## config.mk

```make
export PLATFORM = sky130hd
export DESIGN_NAME = vga_fetch_arbiter
export DESIGN_NICKNAME = d
export VERILOG_FILES = /design/src/rtl/vga_fetch_arbiter.sv
export SDC_FILE = /design/constraint.sdc
export NUM_CORES = 1
export LEC_CHECK = 0
export ABC_AREA = 0
export CAP_MARGIN = 40
export CORE_UTILIZATION = 42
export DETAILED_ROUTE_END_ITERATION = 10
export GPL_TIMING_DRIVEN = 1
export MAX_ROUTING_LAYER = met4
export PLACE_DENSITY_LB_ADDON = 0.15
export SLEW_MARGIN = 20
export SYNTH_ARGS = -nofsm -noshare
export SYNTH_HDL_FRONTEND = slang
export SYNTH_SLANG_ARGS = --single-unit
```

## constraint.sdc

```tcl
create_clock -name clk -period 4 [get_ports clk]
set_input_delay 0.4 -clock clk [delete_from_list [all_inputs] [get_ports clk]]
set_output_delay 0.4 -clock clk [all_outputs]
set_load 0.05 [all_outputs]
```

## src/rtl/vga_fetch_arbiter.sv

```systemverilog
// Arbitrates one single-port framebuffer RAM between the scanline fetch
// (strict priority, one word per clock into the line buffer) and a host port.
module vga_fetch_arbiter #(
  parameter int ADDR_W = 12,
  parameter int DATA_W = 16,
  parameter int WORDS  = 50,
  parameter int LB_AW  = 6
) (
  input  logic              clk,
  input  logic              reset,
  input  logic              fetch_start,
  input  logic [9:0]        fetch_line,
  input  logic              fetch_deadline,
  input  logic [ADDR_W-1:0] base_addr,
  input  logic              host_valid,
  input  logic              host_we,
  input  logic [ADDR_W-1:0] host_addr,
  input  logic [DATA_W-1:0] host_wdata,
  output logic              host_ready,
  output logic              host_rvalid,
  output logic [DATA_W-1:0] host_rdata,
  output logic              mem_en,
  output logic              mem_we,
  output logic [ADDR_W-1:0] mem_addr,
  output logic [DATA_W-1:0] mem_wdata,
  input  logic [DATA_W-1:0] mem_rdata,
  output logic              lb_we,
  output logic [LB_AW-1:0]  lb_addr,
  output logic [DATA_W-1:0] lb_wdata,
  output logic              fetch_busy,
  output logic              fetch_done,
  output logic              underrun
);

  // Host handshake: a request is held stable with host_valid=1 until the cycle
  // host_ready=1; that cycle is the transfer. Reads return data with a
  // single-cycle host_rvalid pulse on the following cycle.

  typedef enum logic {IDLE, FETCH} state_t;

  localparam logic [LB_AW-1:0] LAST = LB_AW'(WORDS - 1);

  state_t            state, state_nxt;
  logic [LB_AW-1:0]  cnt, cnt_nxt, tag, rd_tag;
  logic [ADDR_W-1:0] line_base, start_base;
  logic              fetch_rd, rd_valid, rd_last, host_rd_pend;

  // Line offset is computed wide and truncated, so it wraps modulo 2**ADDR_W.
  assign start_base = base_addr + ADDR_W'(fetch_line * WORDS);

  always_comb begin
    state_nxt  = state;
    cnt_nxt    = cnt;
    fetch_rd   = 1'b0;
    tag        = cnt;
    host_ready = 1'b0;
    mem_en     = 1'b0;
    mem_we     = 1'b0;
    mem_addr   = '0;
    mem_wdata  = '0;
    underrun   = 1'b0;
    if (!reset) begin
      case (state)
        IDLE: begin
          if (fetch_start) begin
            // First word issues immediately from the unlatched line address.
            fetch_rd = 1'b1;
            tag      = '0;
            mem_en   = 1'b1;
            mem_addr = start_base;
            cnt_nxt  = LB_AW'(1);
            if (LAST != '0) state_nxt = FETCH;
          end else if (host_valid) begin
            host_ready = 1'b1;
            mem_en     = 1'b1;
            mem_we     = host_we;
            mem_addr   = host_addr;
            mem_wdata  = host_wdata;
          end
        end
        FETCH: begin
          fetch_rd = 1'b1;
          tag      = cnt;
          mem_en   = 1'b1;
          mem_addr = line_base + ADDR_W'(cnt);
          cnt_nxt  = cnt + LB_AW'(1);
          if (cnt == LAST) begin
            state_nxt = IDLE;
          end else if (fetch_deadline) begin
            underrun  = 1'b1;
            state_nxt = IDLE;
          end
          if (fetch_start) underrun = 1'b1;
        end
        default: state_nxt = IDLE;
      endcase
    end
  end

  always_ff @(posedge clk) begin
    if (reset) begin
      state        <= IDLE;
      cnt          <= '0;
      line_base    <= '0;
      rd_valid     <= 1'b0;
      rd_tag       <= '0;
      rd_last      <= 1'b0;
      host_rd_pend <= 1'b0;
    end else begin
      state        <= state_nxt;
      cnt          <= cnt_nxt;
      if (state == IDLE && fetch_start) line_base <= start_base;
      rd_valid     <= fetch_rd;
      rd_tag       <= tag;
      rd_last      <= fetch_rd && (tag == LAST);
      host_rd_pend <= host_ready && !host_we;
    end
  end

  // Read tags return one cycle later alongside mem_rdata.
  assign lb_we       = rd_valid && !reset;
  assign lb_addr     = lb_we ? rd_tag : '0;
  assign lb_wdata    = lb_we ? mem_rdata : '0;
  assign fetch_done  = lb_we && rd_last;
  assign host_rvalid = host_rd_pend && !reset;
  assign host_rdata  = host_rvalid ? mem_rdata : '0;
  assign fetch_busy  = (state == FETCH) && !reset;

endmodule

```

# Word level (Yosys, flattened, before mapping)
# Index checks and enable logic that the tools add are counted.
[op_classes] mux=38 n_bitwise=1 reduce_logical=9 n_eq_ne=3 n_mul=1 add_sub_neg=3
[op_table] cell="$mux 16" n=6
[op_table] cell="$mux 12" n=3
[op_table] cell="$mux 6" n=4
[op_table] cell="$pmux 12 s2" n=1
[op_table] cell="$pmux 6 s2" n=2
[op_table] cell="$mux 1" n=19
[op_table] cell="$add 12x12->12" n=1
[op_table] cell="$add 12x6->12" n=1
[op_table] cell="$eq 6x6->1 const B" n=2
[op_table] cell="$mul 10x5->11 const B" n=1
[op_table] cell="$logic_and 1x1->1" n=7
[op_table] cell="$add 6x1->6 const B" n=1
[op_table] cell="$pmux 1 s2" n=3
[op_table] cell="$logic_not 1->1" n=2
[op_table] cell="$ne 2x2->1 const B" n=1
[op_table] cell="$not 1->1" n=1
[totals] word_cells=62 output_inout_bits=74 regBits=28 input_bits=72

# Longest topological paths before layout
[logic_depth] ltp_word=5 depth_mapped=15 depth_no_buf=15

# Least setup slack after synthesis
# Ideal clock, no wire load.
[synth_timing] kind="input to output" startpoint="input fetch_line[2]" endpoint="output mem_addr[11]" path_buffers=0 cell_stages=13 required_time_ps=3600 slack_ps=-715 t_arrival_ps=4315 cell_sequence="ha_1 -> ha_1 -> fa_1 -> ha_1 -> a21oi_1 -> xnor2_1 -> ha_1 -> o21ai_0 -> nand2b_1 -> a31o_1 -> a21oi_1 -> xor2_1 -> a221oi_1"
[synth_via] elab_chain_len=5
[synth_rtl] element="start, declared" line_no="12" rtl="input logic [9:0] fetch_line,"
[synth_rtl] element="$mul 10x5->11" line_no="49" rtl="assign start_base = base_addr + ADDR_W'(fetch_line * WORDS);"
[synth_rtl] element="$add 12x12->12" line_no="49"
[synth_rtl] element="$mux 12" line_no="65" rtl="if (fetch_start) begin"
[synth_rtl] element="$pmux 12 s2" line_no="63" rtl="case (state)"
[synth_rtl] element="$mux 12" line_no="62" rtl="if (!reset) begin"
[synth_rtl] element="end, declared" line_no="24" rtl="output logic [ADDR_W-1:0] mem_addr,"
# Every way passes these cells.

# Worst setup path after layout
[layout_timing] startpoint="input fetch_line[3]" endpoint="output mem_addr[10]"
# The elaborated chain is that of the path after synthesis.

==> results_dict.tcl <==
set metrics [dict create \
    yosysMostFrequentCell "and2_1" \
    clk_path_buf_depth 2 \
    cp_top_family "adder cells" \
    area_growth_syn_to_layout_pct 89.7 \
    overflow 0 \
    design_area_mm2 0.00562 \
    cts_inserted_buffers 3 \
    insertion_delay_ns 0.28 \
    die_x_um 86.0 \
    final_layout_size_suffix_gt1_frac 0.294 \
    synth_area_leader_cell "dfxtp_1" \
    regToRegSetupSlack_ns 1.74 \
    synth-seq-area-share 0.189 \
    crit_chain "buf_8 > ha_4 > ha_4 > inv_2 > fa_1 > inv_2 > ha_4 > inv_4 > o21ai_2 > o21a_1 > ha_4 > a21o_1 > a41oi_2 > xnor2_2 > a211oi_2 > a211oi_4 > buf_12" \
    start_util 0.436 \
    slew_headroom 0.449 \
    min_path_type "register to register" \
    failed_checks "negative setup slack" \
    tightest_slew_ns 0.826 \
    drc 0 \
    crit_path_start "fetch_line[3]" \
    antenna_found_initial 0 \
    detail_route.iter0.violations 226 \
    hold_path_depth 2 \
    ys.flop_type "dfxtp_1" \
    synth_top_area_share 0.189 \
    path_max_fanout 3 \
    period_share 1.01 \
    r2r_start "state" \
    wl_per_cell_um 18.2 \
    ys.warnings.count 0 \
    rsz0062_at_grt "yes" \
    antenna_cells 0 \
    tritoncts "yes" \
    skew_ns 0.00463 \
    cts.sink_count 28 \
    grt_pass1_vias 3565 \
    core_mm2 0.00679 \
    met3_usage 0.0481 \
    hold_path_end "line_base[4]" \
    outcome "complete, but fails checks" \
    reg2reg_depth 4 \
    cpMostUsedCell "ha_4" \
    timing.hold.ws_ns 0.469 \
    placementRows 30 \
    hold_viol 0 \
    num_vias 3429 \
    htree_levels 1 \
    path_clk_slew_ns 0.10 \
    nets 656 \
    cts-root-buf "clkbuf_8" \
    layout_setup_ws_ns -0.0315 \
    via_per_inst 5.41 \
    ioPinCount 146 \
    ys_types 43 \
    critical_path_class "primary input to primary output" \
    required_ns 3.60 \
    ys_ff_latch 28 \
    synthTopCellsByArea "dfxtp_1, ha_1, and2_1" \
    syn-num-nets 489 \
    ir_drop_uv 261 \
    ant_nets 0 \
    met1_usage 0.332 \
    hold_buffers 0 \
    slew_viol_final 0 \
    arrival_ns 3.63 \
    grt.met2_usage 0.550 \
    drv_cap 0 \
    synth_commonest_cells "and2_1, ha_1, a21oi_1" \
    critPathSlowestCell "fa_1" \
    drt_first_pass_iters 4 \
    grt_pass1_wl_mm 17.1 \
    synth_area_mm2 0.00296 \
    die_h_um 86.0 \
    gr-max-usage-layer "met2" \
    avgSynthCellArea_um2 7.96 \
    min-delay-start "line_base[4]" \
    powerDensity_mw_per_mm2 353 \
    r2r-end "cnt[3]" \
    fmax_mhz 248 \
    routed_wl_mm 11.6 \
    grt_max_degree 25 \
    slowest_delay_ns 0.52 \
    finalSetupViolations 2 \
    start_kind "primary input" \
    crit_path_end_kind "primary output" \
    cp_num_buf_inv 5 \
    place_congestion 0.875 \
    leakage_nw 2.29 \
    synth_cells 372 \
    grt_usage 0.304 \
    placed_area_mm2 0.00515 \
    dp_hpwl_mm 7.88 \
    port_buffers 145 \
    min_period_ns 4.03 \
    synth-edff-count 0 \
    async_flop_share 0 \
    die-area_mm2 0.00739 \
]
[what timing repair did]
action | CTS | global route
gates resized for setup | 55 | 29
setup endpoints to repair | 6 | 4
buffers inserted | 6 | 3
pin swaps | 29 | 27
[cell families after synthesis]
group | share of synthesized area
AO/OA/AOI/OAI | 0.208
XOR/XNOR | 0.0795
adder cells (fa/ha/maj) | 0.208
buffers and inverters | 0.0435
flip-flops | 0.189
AND/OR/NAND/NOR | 0.272
[state kept, by name (all words and copies together), names as in the netlist]
register	count
line_base	12
cnt	6
rd_tag	6
host_rd_pend	1
rd_last	1
rd_valid	1
state	1
[worst max path at each step]
stage                              end  slack, ns  cells past startpoint
final                     mem_addr[10]      -0.03                     17
after global routing      mem_addr[10]      -0.15                     15
after CTS                 mem_addr[10]     0.0002                     16
after detailed placement  mem_addr[11]      -0.67                     15
after global placement    mem_addr[11]      -0.53                     15
after floorplan           mem_addr[11]      -0.27                     13
[cell type report]
class	count	area, um^2
well taps	96	120
fillers	388	1180
clock inverters	1	30.0
multi-input cells	310	2630
inverters	16	62.6
repair buffers	180	2170
flip-flops and latches	28	561
clock buffers	3	41.3
[routing by layer]
metal / part of all wire / wire, um / up-vias
li1: - / - / 1640
met1: 0.37 / 4250 / 1619
met2: 0.54 / 6230 / 134
met3: 0.059 / 685 / 36
met4: 0.034 / 390 / 0
met5: 0 / 0 / -
[cell usage in the layout, fill, tap and decap left out, types with 4 or more instances in the layout]
cell type,count
nor3_1,7
a21oi_2,4
clkdlybuf4s50_1,72
nand2b_1,4
a22oi_1,4
fa_1,6
xnor2_1,16
a21oi_1,25
ha_1,19
nor2_1,20
o211ai_1,5
a211oi_1,10
nand2_1,25
nand3_1,4
dfxtp_1,28
nor2b_1,9
and2_1,61
buf_6,4
inv_1,12
a21o_1,7
a221oi_1,5
buf_12,48
o21ai_0,7
xor2_1,7
ha_4,18
a211oi_2,4
buf_4,49
o21bai_1,5
[stage by stage]
stage	utilization	cells	setup TNS, ns	power, mW	setup WS [ns]
floorplan	-	372	-0.265	0.962	-0.265
global placement	0.758	621	-2.07	1.33	-0.531
detailed placement	0.758	621	-2.66	1.37	-0.674
CTS	0.809	631	0	1.81	0.000244
global route	0.827	634	-0.325	2.08	-0.148
finish	0.827	634	-0.0539	1.98	-0.0315
[worst register-to-register path: cells and delay by family (launching register included)]
| family | cells | cell delay (ns) |
|---|---|---|
| AO/OA/AOI/OAI | 1 | 0.17 |
| buffers and inverters | 1 | 0.39 |
| flip-flops | 1 | 0.87 |
| AND/OR/NAND/NOR | 2 | 0.76 |
[power breakdown]
group	switching, mW	internal (mW)
Clock	0.0973	0.134
Combinational	0.691	0.720
Sequential	0.0313	0.308
No activity file was read; power rests on OpenSTA's default activity.
